==> src/rtl/terminal_pkg.sv <==
// terminal_pkg
// Shared types and constants for the terminal request transmitter.
//   state_t : FSM state encoding (IDLE, DEBOUNCE, REQ, COOLDOWN)
//   HH_W    : width of the terminal switch word (3-bit auth code + function bit)
//   B_W     : width of the push-button word (active-low)
//   B_IDLE  : button value with nothing pressed
package terminal_pkg;

  typedef enum logic [1:0] {
    ST_IDLE     = 2'd0,
    ST_DEBOUNCE = 2'd1,
    ST_REQ      = 2'd2,
    ST_COOLDOWN = 2'd3
  } state_t;

  localparam int HH_W = 4;
  localparam int B_W  = 2;

  localparam logic [B_W-1:0] B_IDLE = 2'b11;

endpackage

==> src/rtl/terminal_request_tx_if.sv <==
// terminal_request_tx_if
// Request handshake between the terminal transmitter and the access-control
// decoder.
//   req_valid   : request presented (driven by master)
//   req_hh      : captured switch payload (driven by master)
//   req_b       : captured button payload, active-low (driven by master)
//   busy        : transmitter not idle (driven by master)
//   timeout_err : one-cycle pulse when the decoder never answered (master)
//   ack         : decoder accepts the presented request (driven by slave)
interface terminal_request_tx_if;
  import terminal_pkg::*;

  logic            req_valid;
  logic [HH_W-1:0] req_hh;
  logic [B_W-1:0]  req_b;
  logic            busy;
  logic            timeout_err;
  logic            ack;

  modport master (
    output req_valid,
    output req_hh,
    output req_b,
    output busy,
    output timeout_err,
    input  ack
  );

  modport slave (
    input  req_valid,
    input  req_hh,
    input  req_b,
    input  busy,
    input  timeout_err,
    output ack
  );

endinterface

==> src/rtl/sync_2ff.sv <==
// sync_2ff
// Two-flop synchronizer for a bus of quasi-static asynchronous inputs.
// Each bit is synchronized independently; callers must only feed it
// signals whose bit-to-bit skew is tolerable (switches, buttons).
//   clk : destination clock
//   rst : synchronous active-high reset, loads RESET_VAL into both flops
//   d   : asynchronous input
//   q   : synchronized output, two clk edges behind d
module sync_2ff #(
  parameter int               WIDTH     = 1,
  parameter logic [WIDTH-1:0] RESET_VAL = '0
) (
  input  logic             clk,
  input  logic             rst,
  input  logic [WIDTH-1:0] d,
  output logic [WIDTH-1:0] q
);

  logic [WIDTH-1:0] meta;

  always_ff @(posedge clk) begin
    if (rst) begin
      meta <= RESET_VAL;
      q    <= RESET_VAL;
    end else begin
      meta <= d;
      q    <= meta;
    end
  end

endmodule

==> src/rtl/terminal_request_tx.sv <==
// terminal_request_tx
// Turns a debounced push-button press on a terminal into a single request
// carrying the switch and button state, waits for the decoder to accept it
// (or times out), then cools down until the button is released.
//   clk   : single clock, rising edge
//   rst   : synchronous active-high reset
//   HH    : raw switches, [3:1] auth code, [0] function bit (asynchronous)
//   B     : raw active-low buttons, idle 2'b11 (asynchronous)
//   bus   : master side of the request handshake (req_valid/req_hh/req_b,
//           busy, timeout_err out; ack in)
module terminal_request_tx
  import terminal_pkg::*;
#(
  parameter int DEBOUNCE_CYCLES = 16,
  parameter int ACK_TIMEOUT     = 255,
  parameter int COOLDOWN_CYCLES = 4
) (
  input  logic                   clk,
  input  logic                   rst,
  input  logic [HH_W-1:0]        HH,
  input  logic [B_W-1:0]         B,
  terminal_request_tx_if.master  bus
);

  localparam int DW = $clog2(DEBOUNCE_CYCLES) + 1;
  localparam int TW = $clog2(ACK_TIMEOUT) + 1;
  localparam int CW = $clog2(COOLDOWN_CYCLES) + 1;

  localparam logic [DW-1:0] DEB_LAST = DW'(DEBOUNCE_CYCLES - 1);
  localparam logic [TW-1:0] TO_LAST  = TW'(ACK_TIMEOUT - 1);
  localparam logic [CW-1:0] CD_LAST  = CW'(COOLDOWN_CYCLES - 1);

  logic [HH_W-1:0] hh_sync;
  logic [B_W-1:0]  b_sync;

  state_t          state, state_next;
  logic [DW-1:0]   deb_cnt, deb_cnt_next;
  logic [TW-1:0]   to_cnt, to_cnt_next;
  logic [CW-1:0]   cd_cnt, cd_cnt_next;
  logic [B_W-1:0]  cand, cand_next;
  logic [HH_W-1:0] req_hh_q, req_hh_next;
  logic [B_W-1:0]  req_b_q, req_b_next;
  logic            timeout_q, timeout_next;

  sync_2ff #(
    .WIDTH     (HH_W),
    .RESET_VAL ('0)
  ) u_sync_hh (
    .clk (clk),
    .rst (rst),
    .d   (HH),
    .q   (hh_sync)
  );

  sync_2ff #(
    .WIDTH     (B_W),
    .RESET_VAL (B_IDLE)
  ) u_sync_b (
    .clk (clk),
    .rst (rst),
    .d   (B),
    .q   (b_sync)
  );

  always_ff @(posedge clk) begin
    if (rst) begin
      state     <= ST_IDLE;
      deb_cnt   <= '0;
      to_cnt    <= '0;
      cd_cnt    <= '0;
      cand      <= B_IDLE;
      req_hh_q  <= '0;
      req_b_q   <= B_IDLE;
      timeout_q <= 1'b0;
    end else begin
      state     <= state_next;
      deb_cnt   <= deb_cnt_next;
      to_cnt    <= to_cnt_next;
      cd_cnt    <= cd_cnt_next;
      cand      <= cand_next;
      req_hh_q  <= req_hh_next;
      req_b_q   <= req_b_next;
      timeout_q <= timeout_next;
    end
  end

  // Each counter compares its current value against LAST before stepping,
  // so it never exceeds LAST and cannot wrap. The cooldown counter parks at
  // CD_LAST while the button is still held.
  always_comb begin
    state_next   = state;
    deb_cnt_next = deb_cnt;
    to_cnt_next  = to_cnt;
    cd_cnt_next  = cd_cnt;
    cand_next    = cand;
    req_hh_next  = req_hh_q;
    req_b_next   = req_b_q;
    timeout_next = 1'b0;

    case (state)
      ST_IDLE: begin
        if (b_sync != B_IDLE) begin
          cand_next    = b_sync;
          deb_cnt_next = '0;
          state_next   = ST_DEBOUNCE;
        end
      end

      ST_DEBOUNCE: begin
        if (b_sync != cand) begin
          state_next = ST_IDLE;
        end else if (deb_cnt == DEB_LAST) begin
          req_hh_next = hh_sync;
          req_b_next  = cand;
          to_cnt_next = '0;
          state_next  = ST_REQ;
        end else begin
          deb_cnt_next = deb_cnt + DW'(1);
        end
      end

      // ack is checked before the timeout so a late ack still wins
      ST_REQ: begin
        if (bus.ack) begin
          cd_cnt_next = '0;
          state_next  = ST_COOLDOWN;
        end else if (to_cnt == TO_LAST) begin
          timeout_next = 1'b1;
          cd_cnt_next  = '0;
          state_next   = ST_COOLDOWN;
        end else begin
          to_cnt_next = to_cnt + TW'(1);
        end
      end

      ST_COOLDOWN: begin
        if (cd_cnt == CD_LAST) begin
          if (b_sync == B_IDLE) begin
            state_next = ST_IDLE;
          end
        end else begin
          cd_cnt_next = cd_cnt + CW'(1);
        end
      end

      default: begin
        state_next = ST_IDLE;
      end
    endcase
  end

  assign bus.req_valid   = (state == ST_REQ);
  assign bus.busy        = (state != ST_IDLE);
  assign bus.req_hh      = req_hh_q;
  assign bus.req_b       = req_b_q;
  assign bus.timeout_err = timeout_q;

endmodule

==> src/flat_wrapper.sv <==
// flat-port wrapper written by rule: the top's interface ports become plain ports
module terminal_request_tx_flat import terminal_pkg::*;
#(
  parameter int DEBOUNCE_CYCLES = 16,
  parameter int ACK_TIMEOUT     = 255,
  parameter int COOLDOWN_CYCLES = 4
)
  (clk, rst, HH, B, bus_req_valid, bus_req_hh, bus_req_b, bus_busy, bus_timeout_err, bus_ack);
  terminal_request_tx_if bus_i ();
  input  logic clk;
  input  logic rst;
  input  logic [HH_W-1:0] HH;
  input  logic [B_W-1:0] B;
  output wire logic [$bits(bus_i.req_valid)-1:0] bus_req_valid;
  output wire logic [$bits(bus_i.req_hh)-1:0] bus_req_hh;
  output wire logic [$bits(bus_i.req_b)-1:0] bus_req_b;
  output wire logic [$bits(bus_i.busy)-1:0] bus_busy;
  output wire logic [$bits(bus_i.timeout_err)-1:0] bus_timeout_err;
  input wire logic [$bits(bus_i.ack)-1:0] bus_ack;
  assign bus_req_valid = bus_i.req_valid;
  assign bus_req_hh = bus_i.req_hh;
  assign bus_req_b = bus_i.req_b;
  assign bus_busy = bus_i.busy;
  assign bus_timeout_err = bus_i.timeout_err;
  assign bus_i.ack = bus_ack;
  terminal_request_tx #(.DEBOUNCE_CYCLES(DEBOUNCE_CYCLES), .ACK_TIMEOUT(ACK_TIMEOUT), .COOLDOWN_CYCLES(COOLDOWN_CYCLES)) u_core (.clk(clk), .rst(rst), .HH(HH), .B(B), .bus(bus_i));
endmodule
==> config.mk <==
export PLATFORM = sky130hd
export DESIGN_NAME = terminal_request_tx_flat
export DESIGN_NICKNAME = d
export VERILOG_FILES = /design/src/rtl/terminal_pkg.sv /design/src/rtl/terminal_request_tx_if.sv /design/src/rtl/sync_2ff.sv /design/src/rtl/terminal_request_tx.sv /design/src/flat_wrapper.sv
export SDC_FILE = /design/constraint.sdc
export NUM_CORES = 1
export LEC_CHECK = 0
export ABC_CLOCK_PERIOD_IN_PS = 1900
export CELL_PAD_IN_SITES_DETAIL_PLACEMENT = 1
export CELL_PAD_IN_SITES_GLOBAL_PLACEMENT = 1
export CORE_MARGIN = 5
export CORE_UTILIZATION = 38
export DETAILED_ROUTE_END_ITERATION = 8
export PLACE_DENSITY = 0.82
export SKIP_LAST_GASP = 1
export SLEW_MARGIN = 20
export SYNTH_ARGS = -nofsm -noshare
export SYNTH_HDL_FRONTEND = slang
export SYNTH_SLANG_ARGS = --single-unit
==> constraint.sdc <==
create_clock -name clk -period 1.9 [get_ports clk]
set_clock_uncertainty 0.05 [all_clocks]
set_input_delay 0.38 -clock clk [delete_from_list [all_inputs] [get_ports clk]]
set_output_delay 0.38 -clock clk [all_outputs]
set_load 0.02 [all_outputs]
# Word level (Yosys, flattened, before mapping)
# Cells that the tools add are included.
[totals]
wordCells = 71
ff_bits = 40
[classes]
reduce_logical = 12
bitwise = 2
eq_ne = 20
addsub = 3
muxes = 22
[ops]
columns = ["op", "n"]
rows = [
  ["9-bit 2-to-1 mux", 4],
  ["9-bit case mux with 2 select lines", 1],
  ["5-bit 2-to-1 mux", 3],
  ["2-bit 2-to-1 mux", 7],
  ["2-bit != test (second input constant)", 6],
  ["5-bit case mux with 2 select lines", 1],
  ["5-bit AND reduction", 2],
  ["9-bit by 1-bit adder with 9-bit output (second input constant)", 1],
  ["9-bit by 8-bit equality test with 1-bit output (second input constant)", 1],
  ["3-bit 2-to-1 mux", 3],
  ["2-bit by 1-bit != test with 1-bit output (second input constant)", 4],
  ["2-bit case mux with 4 select lines", 1],
  ["2-bit nonzero test", 4],
  ["2-bit equality test (second input constant)", 3],
  ["3-bit by 1-bit != test with 1-bit output (second input constant)", 2],
  ["3-bit case mux with 2 select lines", 1],
  ["3-bit AND reduction", 2],
  ["5-bit by 1-bit adder with 5-bit output (second input constant)", 1],
  ["5-bit by 4-bit equality test with 1-bit output (second input constant)", 1],
  ["4-bit AND reduction", 1],
  ["3-bit by 1-bit adder with 3-bit output (second input constant)", 1],
  ["3-bit by 2-bit equality test with 1-bit output (second input constant)", 1],
  ["3-bit OR reduction", 1],
  ["2-bit by 1-bit equality test with 1-bit output (second input constant)", 1],
  ["5 further kinds", 6],
]

# Logic depth before layout (Yosys ltp)
[logic_depth]
word_depth = 4
ltp_mapped = 7

# Hierarchy
# Synthesis repeated with hierarchy kept, for this count alone.
[unflattened]
cells_unflattened = 195
hier_area_um2 = 1808.0
[modules_own_cells]
columns = ["mod", "area_per_inst_um2", "n_inst", "cells_per_inst"]
rows = [
  ["terminal_request_tx", 1492.7, 1, 171],
  ["sync_2ff at u_core.u_sync_hh", 210.2, 1, 16],
  ["sync_2ff at u_core.u_sync_b", 105.1, 1, 8],
]

# Worst setup path before layout
# No wires, ideal clock.
[synth_timing]
kind = "reg2reg"
from = "register u_core.deb_cnt[0]"
to = "register u_core.deb_cnt[3]"
arrival_ns = 1.784
setup_ns = 0.070
setup_slack_ns = -0.003
path_stages_with_launch = 8
cell_sequence = "dfxtp_1 ha_1 and3_1 ha_1 nor3b_2 nand3_2 or3_1 a21oi_1"
[synth_between]
elab_chain_cells = 4
elab_cells_between_ends = 7
classes_between = "add/sub: 1; eq/ne: 2; mux: 3; reduce/logical: 1"
[synth_rtl]
columns = ["item", "line", "rtl"]
rows = [
  ["start: declaration", "terminal_request_tx.sv:37", "logic [DW-1:0] deb_cnt, deb_cnt_next;"],
  ["start signal: assignment", "terminal_request_tx.sv:77", "deb_cnt <= deb_cnt_next;"],
  ["5-bit by 1-bit adder with 5-bit output", "terminal_request_tx.sv:118", "deb_cnt_next = deb_cnt + DW'(1);"],
  ["5-bit 2-to-1 mux", "terminal_request_tx.sv:112", "end else if (deb_cnt == DEB_LAST) begin"],
  ["5-bit 2-to-1 mux", "terminal_request_tx.sv:110", "if (b_sync != cand) begin"],
  ["5-bit case mux with 2 select lines", "terminal_request_tx.sv:100", "case (state)"],
]
# Several ways; a longest one is shown, not always the timed one. The select of a mux whose other input is x is not followed.
# A chain may end at the register's enable or synchronous reset.

# Worst setup path after layout
[layout_timing]
from = "register u_core.deb_cnt[1]"
to = "register u_core.deb_cnt[4]"
# The elaborated chain is that of the path after synthesis.

==> run_results.csv <==
group,metric,value,unit
run_status,outcome,"finished, violations left",
run_status,violations,"negative setup slack",
hold_path,hold_end,"u_core.u_sync_b.q[0]",
global_route,antenna_found_initial,0,
pwr,seqPwrFrac,50.0,%
hold_path,hold_path_class,"flop to flop",
layout,final_common_cell,"dfxtp_1",
critical_path,reg2reg_to,"u_core.deb_cnt[4]",
placement,portBuffers,17,
die,die_h,78.0,µm
critical_path,reg2reg_slack,-20,ps
route,first_pass_iters,4,
route,drc_errors,0,
global_route,grt_first_pass_wirelength,7830,µm
die,initial_utilization,39.8,%
pwr,internal_power,1330,µW
yosys,yosys.area.top_type,"dfxtp_1",
hold_path,whs_path_depth,1,
layout,nets,250,
critical_path,cp-start-kind,"flop",
sta,holdWs,365,ps
die,ioPinCount,18,
global_route,grt_pass1_vias,1654,
layout,drive_above_1_share,24.2,%
sta,rsz0062_at_grt,"true",
critical_path,crit_slowest_cell,"dfxtp_2",
pwr,power_frac_comb,8.3,%
die,core,0.00441,mm²
clock_tree,htree_levels,2,
layout,ff_latch_area,803,µm²
critical_path,required,2090,ps
route,drtAntennaViolNets,0,
pwr,pwr-share-clk,41.7,%
sta,timing.slew.headroom,76.9,%
critical_path,path_buf_inv,1,
yosys,postSynthNetCount,209,
layout,layout_common_cells,"dfxtp_1 (38), nand2_1 (26), buf_4 (24)",
pwr,powerDensity,753,mW/mm²
global_route,grt_overflow_total,0,
yosys,yosys_register_bits,40,
sta,max_freq,0.521,GHz
yosys,async_flop_share,0,%
route,viasPerCell,5.49,
yosys,seq_area_frac_synth,45.6,%
yosys,synth_area_leaders,"dfxtp_1 (46%), nand2_1 (5.6%), a21oi_1 (4.3%), ha_1 (4.3%), nor2b_1 (3.9%)",
clock_tree,numCtsBuffers,5,
sta,tightest_slew,345,ps
layout,antenna_cells,0,
route,vias,1582,
sta,drv_slew,0,
yosys,yosysUniqueCellTypes,44,
pwr,p_sw,413,µW
critical_path,slowest_delay,350,ps
hold_path,min_from,"u_core.u_sync_b.meta[0]",
route,totalWireLength,4700,µm
sta,setup-violations-final,1,
route,wire_per_inst,16.3,µm
critical_path,crit-reg2reg-launch,"u_core.deb_cnt[1]",
yosys,synth_top_area_share,45.6,%
route,drtIter0Drc,71,
critical_path,path_depth,8,
layout,multi_input_area,945,µm²
critical_path,path_max_fanout,5,
die,die_area,0.00609,mm²
sta,min_period_over_period,101,%
critical_path,path_cells,"ha_4 -> and3_4 -> ha_4 -> nor3b_4 -> nand3_2 -> buf_4 -> mux2_2 -> nor2_1",
clock_tree,clock_tree.root_cell,"clkbuf_8",
yosys,syn_avg_cell_area,9.06,µm²
die,num_rows,24,
critical_path,worstPathArrival,2110,ps
placement,dp_hpwl,3110,µm
global_route,grt.total_usage,15.9,%
die,die_x,78.0,µm
pwr,total_power,1740,µW
layout,n_fill_cell,512,
yosys,synth_ff_type,"dfxtp_1",
placement,place.gp.congestion,0.799,
pwr,p_sw_share,23.7,%
yosys,synth_edf_count,0,
clock_tree,clock_sinks,40,
global_route,grt_max_degree,27,
placement,place_area,0.00210,mm²
pwr,leakage,0.000883,µW
critical_path,cp-end-kind,"flop",
clock_tree,insertion_delay,300,ps
layout,final_cell_area,0.00231,mm²
layout,area_growth,31.7,%
sta,hold_viol_final,0,
critical_path,rr_worst_depth,8,
sta,fin_tns_setup,-19.6,ps
critical_path,crit_top_cell,"ha_4",
yosys,syn-cell-area,0.00176,mm²
critical_path,crit_type,"flop to flop",
run,drv_cap,0,
placement,dp_slack,-28.4,ps
pwr,ir_worst_vdd,0.650,mV
sta,setup_ws,-19.6,ps
yosys,synth_cells,194,
yosys,ys_warn_count,0,
sta,finalCriticalPeriod,1920,ps
clock_tree,cts.clk_slew.worst_paths,80,ps
clock_tree,cts_tree,"done",
critical_path,cp_top_family,"simple AND/OR/NAND/NOR gates",
clock_tree,clock_path_buffers,2,
-- synthesized netlist by cell type (2+ instances only) --
| cell type | n |
|---|---|
| dfxtp_1 | 40 |
| nand2_1 | 26 |
| a21oi_1 | 15 |
| nor2_1 | 12 |
| nor2b_1 | 11 |
| o21ai_0 | 10 |
| nand3_1 | 7 |
| ha_1 | 6 |
| or2_2 | 6 |
| inv_1 | 5 |
| a311oi_1 | 4 |
| clkbuf_1 | 4 |
| a32o_1 | 3 |
| and3_1 | 3 |
| nand4_1 | 3 |
| o22ai_1 | 3 |
| or3_1 | 3 |
| a41oi_1 | 2 |
| buf_2 | 2 |
| nand3b_1 | 2 |
| nor3_1 | 2 |
| nor4_1 | 2 |
| xnor2_2 | 2 |
-- registers in the layout (all words and copies together), names as in the netlist, named ones only --
name / cells
u_core.u_sync_b.meta: 2
u_core.u_sync_hh.q: 4
u_core.bus.timeout_err: 1
u_core.bus.req_b: 2
u_core.deb_cnt: 5
u_core.u_sync_b.q: 2
u_core.cd_cnt: 3
u_core.state: 1
u_core.to_cnt: 9
u_core.bus.req_hh: 4
u_core.cand: 2
u_core.u_sync_hh.meta: 4
-- worst reg2reg max path, stage by stage, from the launching register on --
cell     delay, ps
dfxtp_2        350
ha_4           160
and3_4         180
ha_4           170
nor3b_4        240
nand3_2        150
buf_4          180
mux2_2         260
nor2_1         120
-- worst max path at each step --
stage	end	from
2_1_floorplan	u_core.deb_cnt[3]	u_core.deb_cnt[0]
3_3_place_gp	u_core.deb_cnt[3]	u_core.deb_cnt[0]
3_5_place_dp	u_core.deb_cnt[3]	u_core.deb_cnt[0]
4_1_cts	u_core.deb_cnt[3]	u_core.deb_cnt[0]
5_1_grt	u_core.deb_cnt[4]	u_core.deb_cnt[1]
6_report	u_core.deb_cnt[4]	u_core.deb_cnt[1]
-- metal layers --
layer  GRT usage (%)  vias up  share of wire (%)  wire length [µm]
li1                -      772                  -                 -
met3            4.00        8                2.9               138
met5               0        -                  0                 0
met2            27.0       28                 49              2310
met1            19.0      774                 46              2160
met4            6.76        0                2.0                93
-- power groups by stage --
| stage | Clock [µW] | Sequential [µW] | Combinational (µW) |
|---|---|---|---|
| after detailed placement | 0 | 888 | 127 |
| after CTS | 745 | 869 | 133 |
| final | 727 | 870 | 145 |
| after floorplan | 0 | 884 | 74.3 |
| after global routing | 783 | 873 | 159 |
| after global placement | 0 | 888 | 125 |
-- cell type report --
class                   instances  area share, %
inverters                       5          0.811
repair buffers                 42           15.9
multi-input cells             141           40.8
clock inverters                 3           2.00
clock buffers                   5           2.97
well taps                      52           2.81
flip-flops and latches         40           34.7
-- kinds of logic (layout without fill, tap and decap cells) --
group           after synthesis  count (layout)  share of synthesized area [%]
buf+inv                      13              55                           3.56
flops                        40              40                           45.6
xor+xnor                      3               3                           2.35
compound gates               44              44                           16.7
simple gates                 87              87                           26.9
mux                           1               1                          0.641
fa+ha+maj                     6               6                           4.27
-- metrics by stage --
step	instances	utilization, %
floorplan	194	-
global placement	273	47.6
detailed placement	273	47.6
CTS	283	50.5
global route	288	52.4
finish	288	52.4
-- what timing repair did --
item                                    in CTS  in global routing
pin swaps                                    2                  7
gates resized for setup                      3                 11
hold buffers                                 0                  0
endpoints found under the setup margin       3                 11
endpoints found under the hold margin        0                  0
setup buffers                                2                  5
(Power assumes the default switching activity.)
